$ cat src/rtl/mib_pkg.sv
// Shared types for the MIB master hub and its helpers.
package mib_pkg;

    localparam int MIB_DATA_W = 16;

    typedef enum logic [1:0] {
        MIB_OK        = 2'b00,
        MIB_TIMEOUT   = 2'b01,
        MIB_COLLISION = 2'b10
    } mib_status_e;

    typedef enum logic [2:0] {
        ST_IDLE,
        ST_ADDR,
        ST_WDATA,
        ST_WAIT_ACK,
        ST_RDATA,
        ST_DONE
    } mib_state_e;

endpackage

$ cat src/rtl/mib_ack_check.sv
// Ack vector qualifier: masks acks with the enable vector and flags
// "any ack" and "more than one ack" (collision). Purely combinational.
module mib_ack_check
    import mib_pkg::*;
#(
    parameter int P_NUM_SLAVES = 8
) (
    input  logic [P_NUM_SLAVES-1:0] i_ack,
    input  logic [P_NUM_SLAVES-1:0] i_en,
    output logic [P_NUM_SLAVES-1:0] o_masked,
    output logic                    o_any,
    output logic                    o_multi
);

    assign o_masked = i_ack & i_en;
    assign o_any    = |o_masked;
    // Clearing the lowest set bit leaves something only when two or more bits were set.
    assign o_multi  = |(o_masked & (o_masked - P_NUM_SLAVES'(1)));

endmodule

$ cat src/rtl/mib_master_hub.sv
// MIB bus master: serialises address/write data MS beat first, waits for a
// qualified slave ack (with timeout and collision detection), collects read
// data and reports the result on a one-cycle response strobe.
// Every output is a flop whose next value is derived from the next state, so
// bus outputs line up exactly with the state they belong to.
module mib_master_hub
    import mib_pkg::*;
#(
    parameter int P_NUM_SLAVES       = 8,
    parameter int P_DATA_W           = MIB_DATA_W,
    parameter int P_ADDR_BEATS       = 2,
    parameter int P_DATA_BEATS       = 2,
    parameter int P_ACK_TIMEOUT_CLKS = 64
) (
    input  logic                             CLK,
    input  logic                             i_srst,
    input  logic                             i_req_valid,
    output logic                             o_req_ready,
    input  logic                             i_req_rd_wr_n,
    input  logic [P_ADDR_BEATS*P_DATA_W-1:0] i_req_addr,
    input  logic [P_DATA_BEATS*P_DATA_W-1:0] i_req_wdata,
    input  logic [P_NUM_SLAVES-1:0]          i_slave_en,
    output logic                             o_mib_start,
    output logic                             o_mib_rd_wr_n,
    output logic [P_DATA_W-1:0]              o_dabus,
    output logic                             o_dabus_oe,
    input  logic [P_DATA_W-1:0]              i_dabus,
    input  logic [P_NUM_SLAVES-1:0]          i_mib_slave_ack,
    output logic                             o_rsp_valid,
    output logic [P_DATA_BEATS*P_DATA_W-1:0] o_rsp_rdata,
    output logic [1:0]                       o_rsp_status,
    output logic [P_NUM_SLAVES-1:0]          o_rsp_ack_mask
);

    localparam int AW        = P_ADDR_BEATS * P_DATA_W;
    localparam int DW        = P_DATA_BEATS * P_DATA_W;
    localparam int BEATS_MAX = (P_ADDR_BEATS > P_DATA_BEATS) ? P_ADDR_BEATS : P_DATA_BEATS;
    localparam int CNT_MAX   = (BEATS_MAX > P_ACK_TIMEOUT_CLKS) ? BEATS_MAX : P_ACK_TIMEOUT_CLKS;
    localparam int CNT_W     = $clog2(CNT_MAX + 1);

    // State and transaction context
    mib_state_e              r_state,      w_state_next;
    logic [CNT_W-1:0]        r_cnt,        w_cnt_next;
    logic [AW-1:0]           r_addr,       w_addr_next;
    logic [DW-1:0]           r_wdata,      w_wdata_next;
    logic                    r_rd_wr_n,    w_rd_wr_n_next;
    logic [P_NUM_SLAVES-1:0] r_ack_cap,    w_ack_cap_next;
    logic [DW-1:0]           r_rdata_sh,   w_rdata_sh_next;

    // Registered outputs
    logic                    r_req_ready,    w_req_ready_next;
    logic                    r_mib_start,    w_mib_start_next;
    logic                    r_mib_rd_wr_n,  w_mib_rd_wr_n_next;
    logic [P_DATA_W-1:0]     r_dabus,        w_dabus_next;
    logic                    r_dabus_oe,     w_dabus_oe_next;
    logic                    r_rsp_valid,    w_rsp_valid_next;
    logic [DW-1:0]           r_rsp_rdata,    w_rsp_rdata_next;
    mib_status_e             r_rsp_status,   w_rsp_status_next;
    logic [P_NUM_SLAVES-1:0] r_rsp_ack_mask, w_rsp_ack_mask_next;

    logic [P_NUM_SLAVES-1:0] w_masked;
    logic                    w_any;
    logic                    w_multi;

    mib_ack_check #(
        .P_NUM_SLAVES (P_NUM_SLAVES)
    ) u_ack_check (
        .i_ack    (i_mib_slave_ack),
        .i_en     (i_slave_en),
        .o_masked (w_masked),
        .o_any    (w_any),
        .o_multi  (w_multi)
    );

    // Next-state, context and output computation
    always_comb begin
        w_state_next        = r_state;
        w_cnt_next          = r_cnt;
        w_addr_next         = r_addr;
        w_wdata_next        = r_wdata;
        w_rd_wr_n_next      = r_rd_wr_n;
        w_ack_cap_next      = r_ack_cap;
        w_rdata_sh_next     = r_rdata_sh;
        w_rsp_rdata_next    = r_rsp_rdata;
        w_rsp_status_next   = r_rsp_status;
        w_rsp_ack_mask_next = r_rsp_ack_mask;
        w_mib_start_next    = 1'b0;
        w_dabus_next        = '0;
        w_dabus_oe_next     = 1'b0;

        case (r_state)
            ST_IDLE: begin
                if (i_req_valid && r_req_ready) begin
                    w_addr_next    = i_req_addr;
                    w_wdata_next   = i_req_wdata;
                    w_rd_wr_n_next = i_req_rd_wr_n;
                    w_cnt_next     = '0;
                    w_state_next   = ST_ADDR;
                end
            end
            ST_ADDR: begin
                if (r_cnt == CNT_W'(P_ADDR_BEATS - 1)) begin
                    w_cnt_next   = '0;
                    w_state_next = r_rd_wr_n ? ST_WAIT_ACK : ST_WDATA;
                end else begin
                    w_cnt_next = r_cnt + CNT_W'(1);
                end
            end
            ST_WDATA: begin
                if (r_cnt == CNT_W'(P_DATA_BEATS - 1)) begin
                    w_cnt_next   = '0;
                    w_state_next = ST_WAIT_ACK;
                end else begin
                    w_cnt_next = r_cnt + CNT_W'(1);
                end
            end
            ST_WAIT_ACK: begin
                // An ack takes priority over the timeout, even on the final cycle.
                if (w_any) begin
                    w_ack_cap_next = w_masked;
                    if (w_multi) begin
                        w_rsp_status_next   = MIB_COLLISION;
                        w_rsp_rdata_next    = '0;
                        w_rsp_ack_mask_next = w_masked;
                        w_state_next        = ST_DONE;
                    end else if (!r_rd_wr_n) begin
                        w_rsp_status_next   = MIB_OK;
                        w_rsp_rdata_next    = '0;
                        w_rsp_ack_mask_next = w_masked;
                        w_state_next        = ST_DONE;
                    end else begin
                        w_cnt_next      = '0;
                        w_rdata_sh_next = '0;
                        w_state_next    = ST_RDATA;
                    end
                end else if (r_cnt == CNT_W'(P_ACK_TIMEOUT_CLKS - 1)) begin
                    w_rsp_status_next   = MIB_TIMEOUT;
                    w_rsp_rdata_next    = '0;
                    w_rsp_ack_mask_next = '0;
                    w_state_next        = ST_DONE;
                end else begin
                    w_cnt_next = r_cnt + CNT_W'(1);
                end
            end
            ST_RDATA: begin
                w_rdata_sh_next = (r_rdata_sh << P_DATA_W) | DW'(i_dabus);
                if (r_cnt == CNT_W'(P_DATA_BEATS - 1)) begin
                    w_rsp_status_next   = MIB_OK;
                    w_rsp_rdata_next    = w_rdata_sh_next;
                    w_rsp_ack_mask_next = r_ack_cap;
                    w_state_next        = ST_DONE;
                end else begin
                    w_cnt_next = r_cnt + CNT_W'(1);
                end
            end
            ST_DONE: begin
                w_state_next = ST_IDLE;
            end
            default: begin
                w_state_next = ST_IDLE;
            end
        endcase

        // Outputs follow the state being entered so they are valid with it.
        w_req_ready_next   = (w_state_next == ST_IDLE);
        w_rsp_valid_next   = (w_state_next == ST_DONE);
        w_mib_rd_wr_n_next = (w_state_next == ST_IDLE) ? 1'b1 : w_rd_wr_n_next;
        if (w_state_next == ST_ADDR) begin
            w_dabus_oe_next  = 1'b1;
            w_mib_start_next = (w_cnt_next == '0);
            w_dabus_next     = P_DATA_W'(w_addr_next >> ((P_ADDR_BEATS - 1 - int'(w_cnt_next)) * P_DATA_W));
        end else if (w_state_next == ST_WDATA) begin
            w_dabus_oe_next  = 1'b1;
            w_dabus_next     = P_DATA_W'(w_wdata_next >> ((P_DATA_BEATS - 1 - int'(w_cnt_next)) * P_DATA_W));
        end
    end

    // State, context and output registers; reset aborts any transaction at once
    always_ff @(posedge CLK) begin
        if (i_srst) begin
            r_state        <= ST_IDLE;
            r_cnt          <= '0;
            r_addr         <= '0;
            r_wdata        <= '0;
            r_rd_wr_n      <= 1'b1;
            r_ack_cap      <= '0;
            r_rdata_sh     <= '0;
            r_req_ready    <= 1'b0;
            r_mib_start    <= 1'b0;
            r_mib_rd_wr_n  <= 1'b1;
            r_dabus        <= '0;
            r_dabus_oe     <= 1'b0;
            r_rsp_valid    <= 1'b0;
            r_rsp_rdata    <= '0;
            r_rsp_status   <= MIB_OK;
            r_rsp_ack_mask <= '0;
        end else begin
            r_state        <= w_state_next;
            r_cnt          <= w_cnt_next;
            r_addr         <= w_addr_next;
            r_wdata        <= w_wdata_next;
            r_rd_wr_n      <= w_rd_wr_n_next;
            r_ack_cap      <= w_ack_cap_next;
            r_rdata_sh     <= w_rdata_sh_next;
            r_req_ready    <= w_req_ready_next;
            r_mib_start    <= w_mib_start_next;
            r_mib_rd_wr_n  <= w_mib_rd_wr_n_next;
            r_dabus        <= w_dabus_next;
            r_dabus_oe     <= w_dabus_oe_next;
            r_rsp_valid    <= w_rsp_valid_next;
            r_rsp_rdata    <= w_rsp_rdata_next;
            r_rsp_status   <= w_rsp_status_next;
            r_rsp_ack_mask <= w_rsp_ack_mask_next;
        end
    end

    assign o_req_ready    = r_req_ready;
    assign o_mib_start    = r_mib_start;
    assign o_mib_rd_wr_n  = r_mib_rd_wr_n;
    assign o_dabus        = r_dabus;
    assign o_dabus_oe     = r_dabus_oe;
    assign o_rsp_valid    = r_rsp_valid;
    assign o_rsp_rdata    = r_rsp_rdata;
    assign o_rsp_status   = r_rsp_status;
    assign o_rsp_ack_mask = r_rsp_ack_mask;

endmodule

$ cat config.mk
export PLATFORM = sky130hd
export DESIGN_NAME = mib_master_hub
export DESIGN_NICKNAME = d
export VERILOG_FILES = /design/src/rtl/mib_pkg.sv /design/src/rtl/mib_ack_check.sv /design/src/rtl/mib_master_hub.sv
export SDC_FILE = /design/constraint.sdc
export NUM_CORES = 1
export LEC_CHECK = 0
export CAP_MARGIN = 20
export CORE_ASPECT_RATIO = 1.1
export CORE_MARGIN = 3
export CORE_UTILIZATION = 50
export DETAILED_ROUTE_END_ITERATION = 8
export PLACE_DENSITY_LB_ADDON = 0.2
export SKIP_CTS_REPAIR_TIMING = 1
export SLEW_MARGIN = 10
export SYNTH_ARGS = -nofsm -noshare
export SYNTH_HDL_FRONTEND = slang
export SYNTH_SLANG_ARGS = --single-unit
export TNS_END_PERCENT = 20
$ cat constraint.sdc
create_clock -name CLK -period 4.68 [get_ports CLK]
set_clock_uncertainty 0.1 [all_clocks]
set_input_delay 0.936 -clock CLK [delete_from_list [all_inputs] [get_ports CLK]]
set_output_delay 0.936 -clock CLK [all_outputs]
set_load 0.01 [all_outputs]
==> results of run 1 <==
## routing by layer
metal | up-vias | routed length [µm] | GRT usage, %
li1 | 3448 | - | -
met1 | 3321 | 8860 | 33.3
met2 | 231 | 9950 | 42.0
met3 | 39 | 1230 | 5.47
met4 | 0 | 635 | 10.9
met5 | - | 0 | 0
## layout by cell type, fill, tap and decap left out, drive strengths merged, types with 3 or more instances in the layout
| cell | synthesis | final |
|---|---|---|
| inv | 8 | 10 |
| nand2 | 179 | 179 |
| clkinv | 0 | 4 |
| nand4 | 5 | 5 |
| nor2b | 5 | 5 |
| a21oi | 131 | 131 |
| nor3 | 16 | 16 |
| xnor2 | 3 | 3 |
| a31oi | 9 | 9 |
| dfxtp | 162 | 162 |
| o211ai | 3 | 3 |
| a22oi | 19 | 19 |
| buf | 16 | 22 |
| a32oi | 3 | 3 |
| ha | 4 | 4 |
| clkbuf | 62 | 22 |
| a31o | 17 | 17 |
| o21ai | 43 | 43 |
| a21bo | 16 | 16 |
| nor2 | 65 | 65 |
| and2 | 3 | 3 |
| a2111oi | 16 | 16 |
| nand3 | 70 | 70 |
| a211oi | 9 | 9 |
| clkdlybuf4s50 | 0 | 161 |
| or2 | 3 | 3 |
## through the flow
step / utilization, % / area, µm²
final: 68.4 / 9510
after global routing: 68.4 / 9510
after CTS: 68.4 / 9510
after detailed placement: 64.1 / 8910
after global placement: 64.1 / 8910
after floorplan: - / 7170
## critical path, delay by kind of cell
family,cells,cell delay [ns]
AO/OA/AOI/OAI,6,1.82
adder cells (fa/ha/maj),1,0.23
buffers and inverters,2,0.70
AND/OR/NAND/NOR,2,0.63
## worst paths after layout
check                                from                      endpoint  slack [ns]  cells past startpoint
min reg2reg  o_rsp_status[1]$_SDFFE_PP0P_  o_rsp_status[1]$_SDFFE_PP0P_        0.35                      2
min          o_rsp_status[1]$_SDFFE_PP0P_  o_rsp_status[1]$_SDFFE_PP0P_        0.35                      2
max                    i_mib_slave_ack[3]         o_dabus[4]$_SDFF_PP0_        0.58                     11
max reg2reg           r_cnt[1]$_SDFF_PP0_        o_dabus[12]$_SDFF_PP0_        0.75                     14
## flip-flops by register name (all words and copies together), names as in the netlist
signal          flops
r_ack_cap           8
o_rsp_valid         1
r_cnt               7
o_rsp_status        2
r_rdata_sh         16
r_state             3
o_mib_rd_wr_n       1
r_addr             32
r_wdata            32
o_rsp_rdata        32
r_rd_wr_n           1
o_mib_start         1
o_dabus            16
o_dabus_oe          1
o_rsp_ack_mask      8
o_req_ready         1
## final cells by class
| type | count | share of cell area (%) |
|---|---|---|
| Sequential cell | 162 | 34.1 |
| Clock buffer | 22 | 4.99 |
| Inverter | 8 | 0.316 |
| Tap cell | 188 | 2.47 |
| Timing Repair Buffer | 183 | 18.7 |
| Clock inverter | 9 | 1.29 |
| Multi-Input combinational cell | 656 | 38.2 |
## cell families after synthesis
family                     share of synthesized area (%)
buffers and inverters                               4.71
AOI/OAI and AO/OA                                   26.2
adders and majority gates                          0.698
xor gates and xnor gates                           0.366
and+or+nand+nor                                     22.8
DFF                                                 45.2
## power by group through the flow
stage                     combinational (µW)  sequential, µW  clock [µW]
after detailed placement                 429            1480           0
after global placement                   427            1480           0
final                                    435            1450        1400
after floorplan                          242            1470           0
after global routing                     474            1450        1470
after CTS                                434            1450        1410
==> results.toml, run 1 <==
[floorplan]
dieArea_mm2 = 0.0158
start_util_pct = 51.6
ios = 163
rows = 45
die_y_um = 132
core-area_mm2 = 0.0139
die_width_um = 120

[clocking]
path_clk_slew_ns = 0.06
clkLatencyLatePin_ns = 0.43
cts_buffers = 17
cts_root_buf = "clkbuf_16"
cts_tree = "yes"
clockBufferDepth = 2
htree_levels = 4
cts_sinks = 162

[detailed_routing]
routedWlPerCell_um = 16.8
via_count = 7039
drc = 0
ant_nets = 0
firstDrtPassIters = 5
vias_per_cell = 5.73
drtIter0Drc = 748
drt-total-wl_um = 20700

[timing]
max_freq_mhz = 244
period_needed_ns = 4.10
timing.hold.ws_ns = 0.350
worst_slack_ns = 0.583
slew_headroom_pct = 28.7
maxSlewViolCount = 0
tns_ns = 0
fin_crit_sh_pct = 87.5
finalHoldViolations = 0
rsz0062_at_grt = "no"
worst_pin_slew_ns = 1.07
final-setup-viol-count = 0

[global_route]
antenna_found_initial = 0
grt_use_total_pct = 25.9
grt_max_degree = 82
grt_pass1_wl_um = 33400
grt_pass1_vias = 6606
grt_overflow = 0

[setup_path]
end_kind = "register"
cp.required_ns = 4.89
crit_path_top_delay_cell = "a222oi_1"
cp_common_cell = "o21ai_1"
path_cells = "clkdlybuf4s50_1, a222oi_1, nand3_2, o21ai_1, a31oi_1, o21ai_1, o21a_1, ha_1, nand4b_1, buf_4, a2111oi_1"
startpoint_type = "primary input"
critPathArrivalTime_ns = 4.31
crit_type = "primary input to register"
critPathMaxStageDelay_ns = 0.66
crit_path_max_fanout = 10

[placement]
hpwl_um = 14000
place_congestion = 0.910
placed_cells = 1197
pre_cts_ws_ns = 0.201
io_buffers = 162

[pwr]
vdd_ir_drop_max_v = 0.000254
combPwrFrac_pct = 13.2
switching_power_uw = 841
p_int_uw = 2450
pwr_density_cell_mw_per_mm2 = 346
clkPwrFrac_pct = 42.7
leakagePower_uw = 0.00312
power_uw = 3290
switching_share_pct = 25.6
seqPwrFrac_pct = 44.1

[cells_and_area]
layout.nets = 1132
fillers = 1209
antenna_cells = 0
drive_gt1_share_pct = 9.04
areaGrowthSynthToFinish_pct = 32.6
instances_no_fill = 1228
regArea_mm2 = 0.00324
multi_input_area_mm2 = 0.00363

[synthesis]
syn_area_per_cell_um2 = 7.93
synth_seq_cells = 162
yosysSeqAreaShare_pct = 45.2
synth_area_leaders = "dfxtp_1 (45%), nand2_1 (9.4%), a21oi_1 (9.1%)"
ys.flop_type = "dfxtp_1"
synthArstFlopShare_pct = 0
ys_types = 68
synth_edf_count = 0
netlist_instances = 904
synth_commonest_cells = "nand2_1 (179), dfxtp_1 (162), a21oi_1 (131)"
syn-num-nets = 1008
yosysTopAreaCell = "dfxtp_1"
yosysWarnings = 0
synth_top_area_share_pct = 45.2
netlist_area_mm2 = 0.00717
synth.most_common_cell = "nand2_1"

[job]
drv_cap = 0

[worst_hold_path]
hold_path.class = "register to register"

[outcome]
outcome = "completed"
Note: power is estimated with default switching activity, not from simulation.
==> run 2, diff against run 1 <==
Settings changed: CELL_PAD_IN_SITES_DETAIL_PLACEMENT set to 0, CELL_PAD_IN_SITES_GLOBAL_PLACEMENT set to 1, CORE_UTILIZATION 50 to 37.
==> run 2 against run 1 <==
Against the previous run: flip-flop and latch count unchanged; register-to-register slack improved by 0.14 ns; sequential share of layout area shrank 0.37 points; total power decreased by 0.91%; critical path depth rose by 1; sequential power hardly changed; critical path type unchanged; largest cell class unchanged; largest power group unchanged.
==> results.toml, run 2 (synthesized netlist as in run 1, its figures left out) <==
[floorplan]
die_y_um = 152
ios = 163
rows = 52
die_width_um = 139
dieArea_mm2 = 0.0211
start_util_pct = 38.3
core-area_mm2 = 0.0187

[timing]
maxSlewViolCount = 0
worst_pin_slew_ns = 0.886
period_needed_ns = 3.81
slew_headroom_pct = 40.9
finalHoldViolations = 0
max_freq_mhz = 263
timing.hold.ws_ns = 0.350
tns_ns = 0
final-setup-viol-count = 0
rsz0062_at_grt = "no"
fin_crit_sh_pct = 81.4

[cells_and_area]
layout.nets = 1139
antenna_cells = 0
final_cell_mix = "nand2_1 (179), dfxtp_1 (162), clkdlybuf4s50_1 (161), a21oi_1 (131), nand3_1 (68)"
areaGrowthSynthToFinish_pct = 34.1
instances_no_fill = 1289
layout_commonest_cell = "nand2_1"
fillers = 1911
drive_gt1_share_pct = 9.66

[placement]
hpwl_um = 15100
io_buffers = 162
placed_cells = 1259
place_congestion = 0.866

[global_route]
global_route.peak_usage_layer = "met2"
grt_pass1_wl_um = 35200
grt_max_degree = 85
use_met1_pct = 27.8
grt_pass1_vias = 6481
grt_use_total_pct = 20.4
grtUsageMet3_pct = 4.40
grt_overflow = 0
antenna_found_initial = 0
gr-usage-met2_pct = 32.7

[clocking]
cts_root_buf = "clkbuf_16"
htree_levels = 4
cts_sinks = 162
clkLatencyLatePin_ns = 0.43
path_clk_slew_ns = 0.06
cts_buffers = 17
clockBufferDepth = 2
cts_tree = "yes"

[setup_path]
cp_common_cell = "buf_4"
startpoint_type = "primary input"
cp.required_ns = 4.88
critPathArrivalTime_ns = 4.01
crit_type = "primary input to register"
critPathBufInv = 4
critPathMaxStageDelay_ns = 0.47
path_delay_family = "compound AO/OA/AOI/OAI gates"
crit_path_top_delay_cell = "clkdlybuf4s50_1"
path_cells = "clkdlybuf4s50_1, a222oi_1, buf_4, nand4_1, o21ai_1, a221oi_1, a21oi_1, inv_2, ha_1, nand4b_1, buf_4, a2111oi_1"
crit_path_max_fanout = 12
r2r_slack_ns = 0.89
end_kind = "register"

[pwr]
vdd_ir_drop_max_v = 0.000264
leakagePower_uw = 0.00313
pwr_density_cell_mw_per_mm2 = 339

[detailed_routing]
via_count = 6917
drc = 0
firstDrtPassIters = 4
routedWlPerCell_um = 17.2
drt-total-wl_um = 22100
ant_nets = 0
drtIter0Drc = 526
vias_per_cell = 5.37

[outcome]
outcome = "completed"

[job]
drv_cap = 0

[worst_hold_path]
hold_path.class = "register to register"
==> run 2: changes by cell type in the layout (fill, tap and decap cells not counted), sizes merged <==
| cell | change |
|---|---|
| clkinvlp | +3 |
| inv | +4 |
| clkinv | -3 |
| bufinv | -1 |
| buf | +7 |
| clkbuf | -4 |
==> run 2: area by class of cell <==
cell class	instances	area (µm²)	area share (%)
flip-flops and latches	162	3240	33.7
clock inverters	12	126	1.31
clock buffers	18	429	4.46
well taps	243	304	3.16
inverters	8	30.0	0.312
multi-input cells	656	3630	37.7
repair buffers	190	1850	19.3
==> run 2: power by group <==
part,internal (µW),total (µW),switching (µW)
sequential,1420,1450,30.7
combinational,204,457,253
clock,740,1350,607
==> run 2: worst register-to-register path: cells and delay by family, from the launching register on <==
| family | cells | cell delay [ns] |
|---|---|---|
| AOI/OAI and AO/OA | 4 | 1.20 |
| and+or+nand+nor | 4 | 1.23 |
| adders and majority gates | 2 | 0.42 |
| buffers and inverters | 3 | 0.39 |
| DFF | 1 | 0.36 |
==> run 2: layer usage <==
layer  wire (µm)  part of all wire (%)
met5           0                     0
met4         406                   1.8
met3        1120                   5.0
met2       10400                    47
met1       10200                    46
==> run 2: final timing paths <==
path | from | end | cells past startpoint
worst min register to register | o_rsp_rdata[24]$_SDFFE_PP0P_ | o_rsp_rdata[24]$_SDFFE_PP0P_ | 2
worst min-delay path | o_rsp_rdata[24]$_SDFFE_PP0P_ | o_rsp_rdata[24]$_SDFFE_PP0P_ | 2
worst max register to register | r_cnt[1]$_SDFF_PP0_ | o_dabus[11]$_SDFF_PP0_ | 13
worst max-delay path | i_mib_slave_ack[1] | o_dabus[4]$_SDFF_PP0_ | 12
==> run 2: metrics by stage <==
stage / setup slack [ns] / power, µW / area [µm²] / util [%]
6_report: 0.873 / 3260 / 9620 / 51.3
5_1_grt: 0.558 / 3380 / 9620 / 51.3
4_1_cts: 0.869 / 3280 / 9620 / 51.3
3_5_place_dp: 0.464 / 1940 / 9060 / 48.4
3_3_place_gp: 0.496 / 1930 / 9060 / 48.4
2_1_floorplan: 1.06 / 1710 / 7170 / -
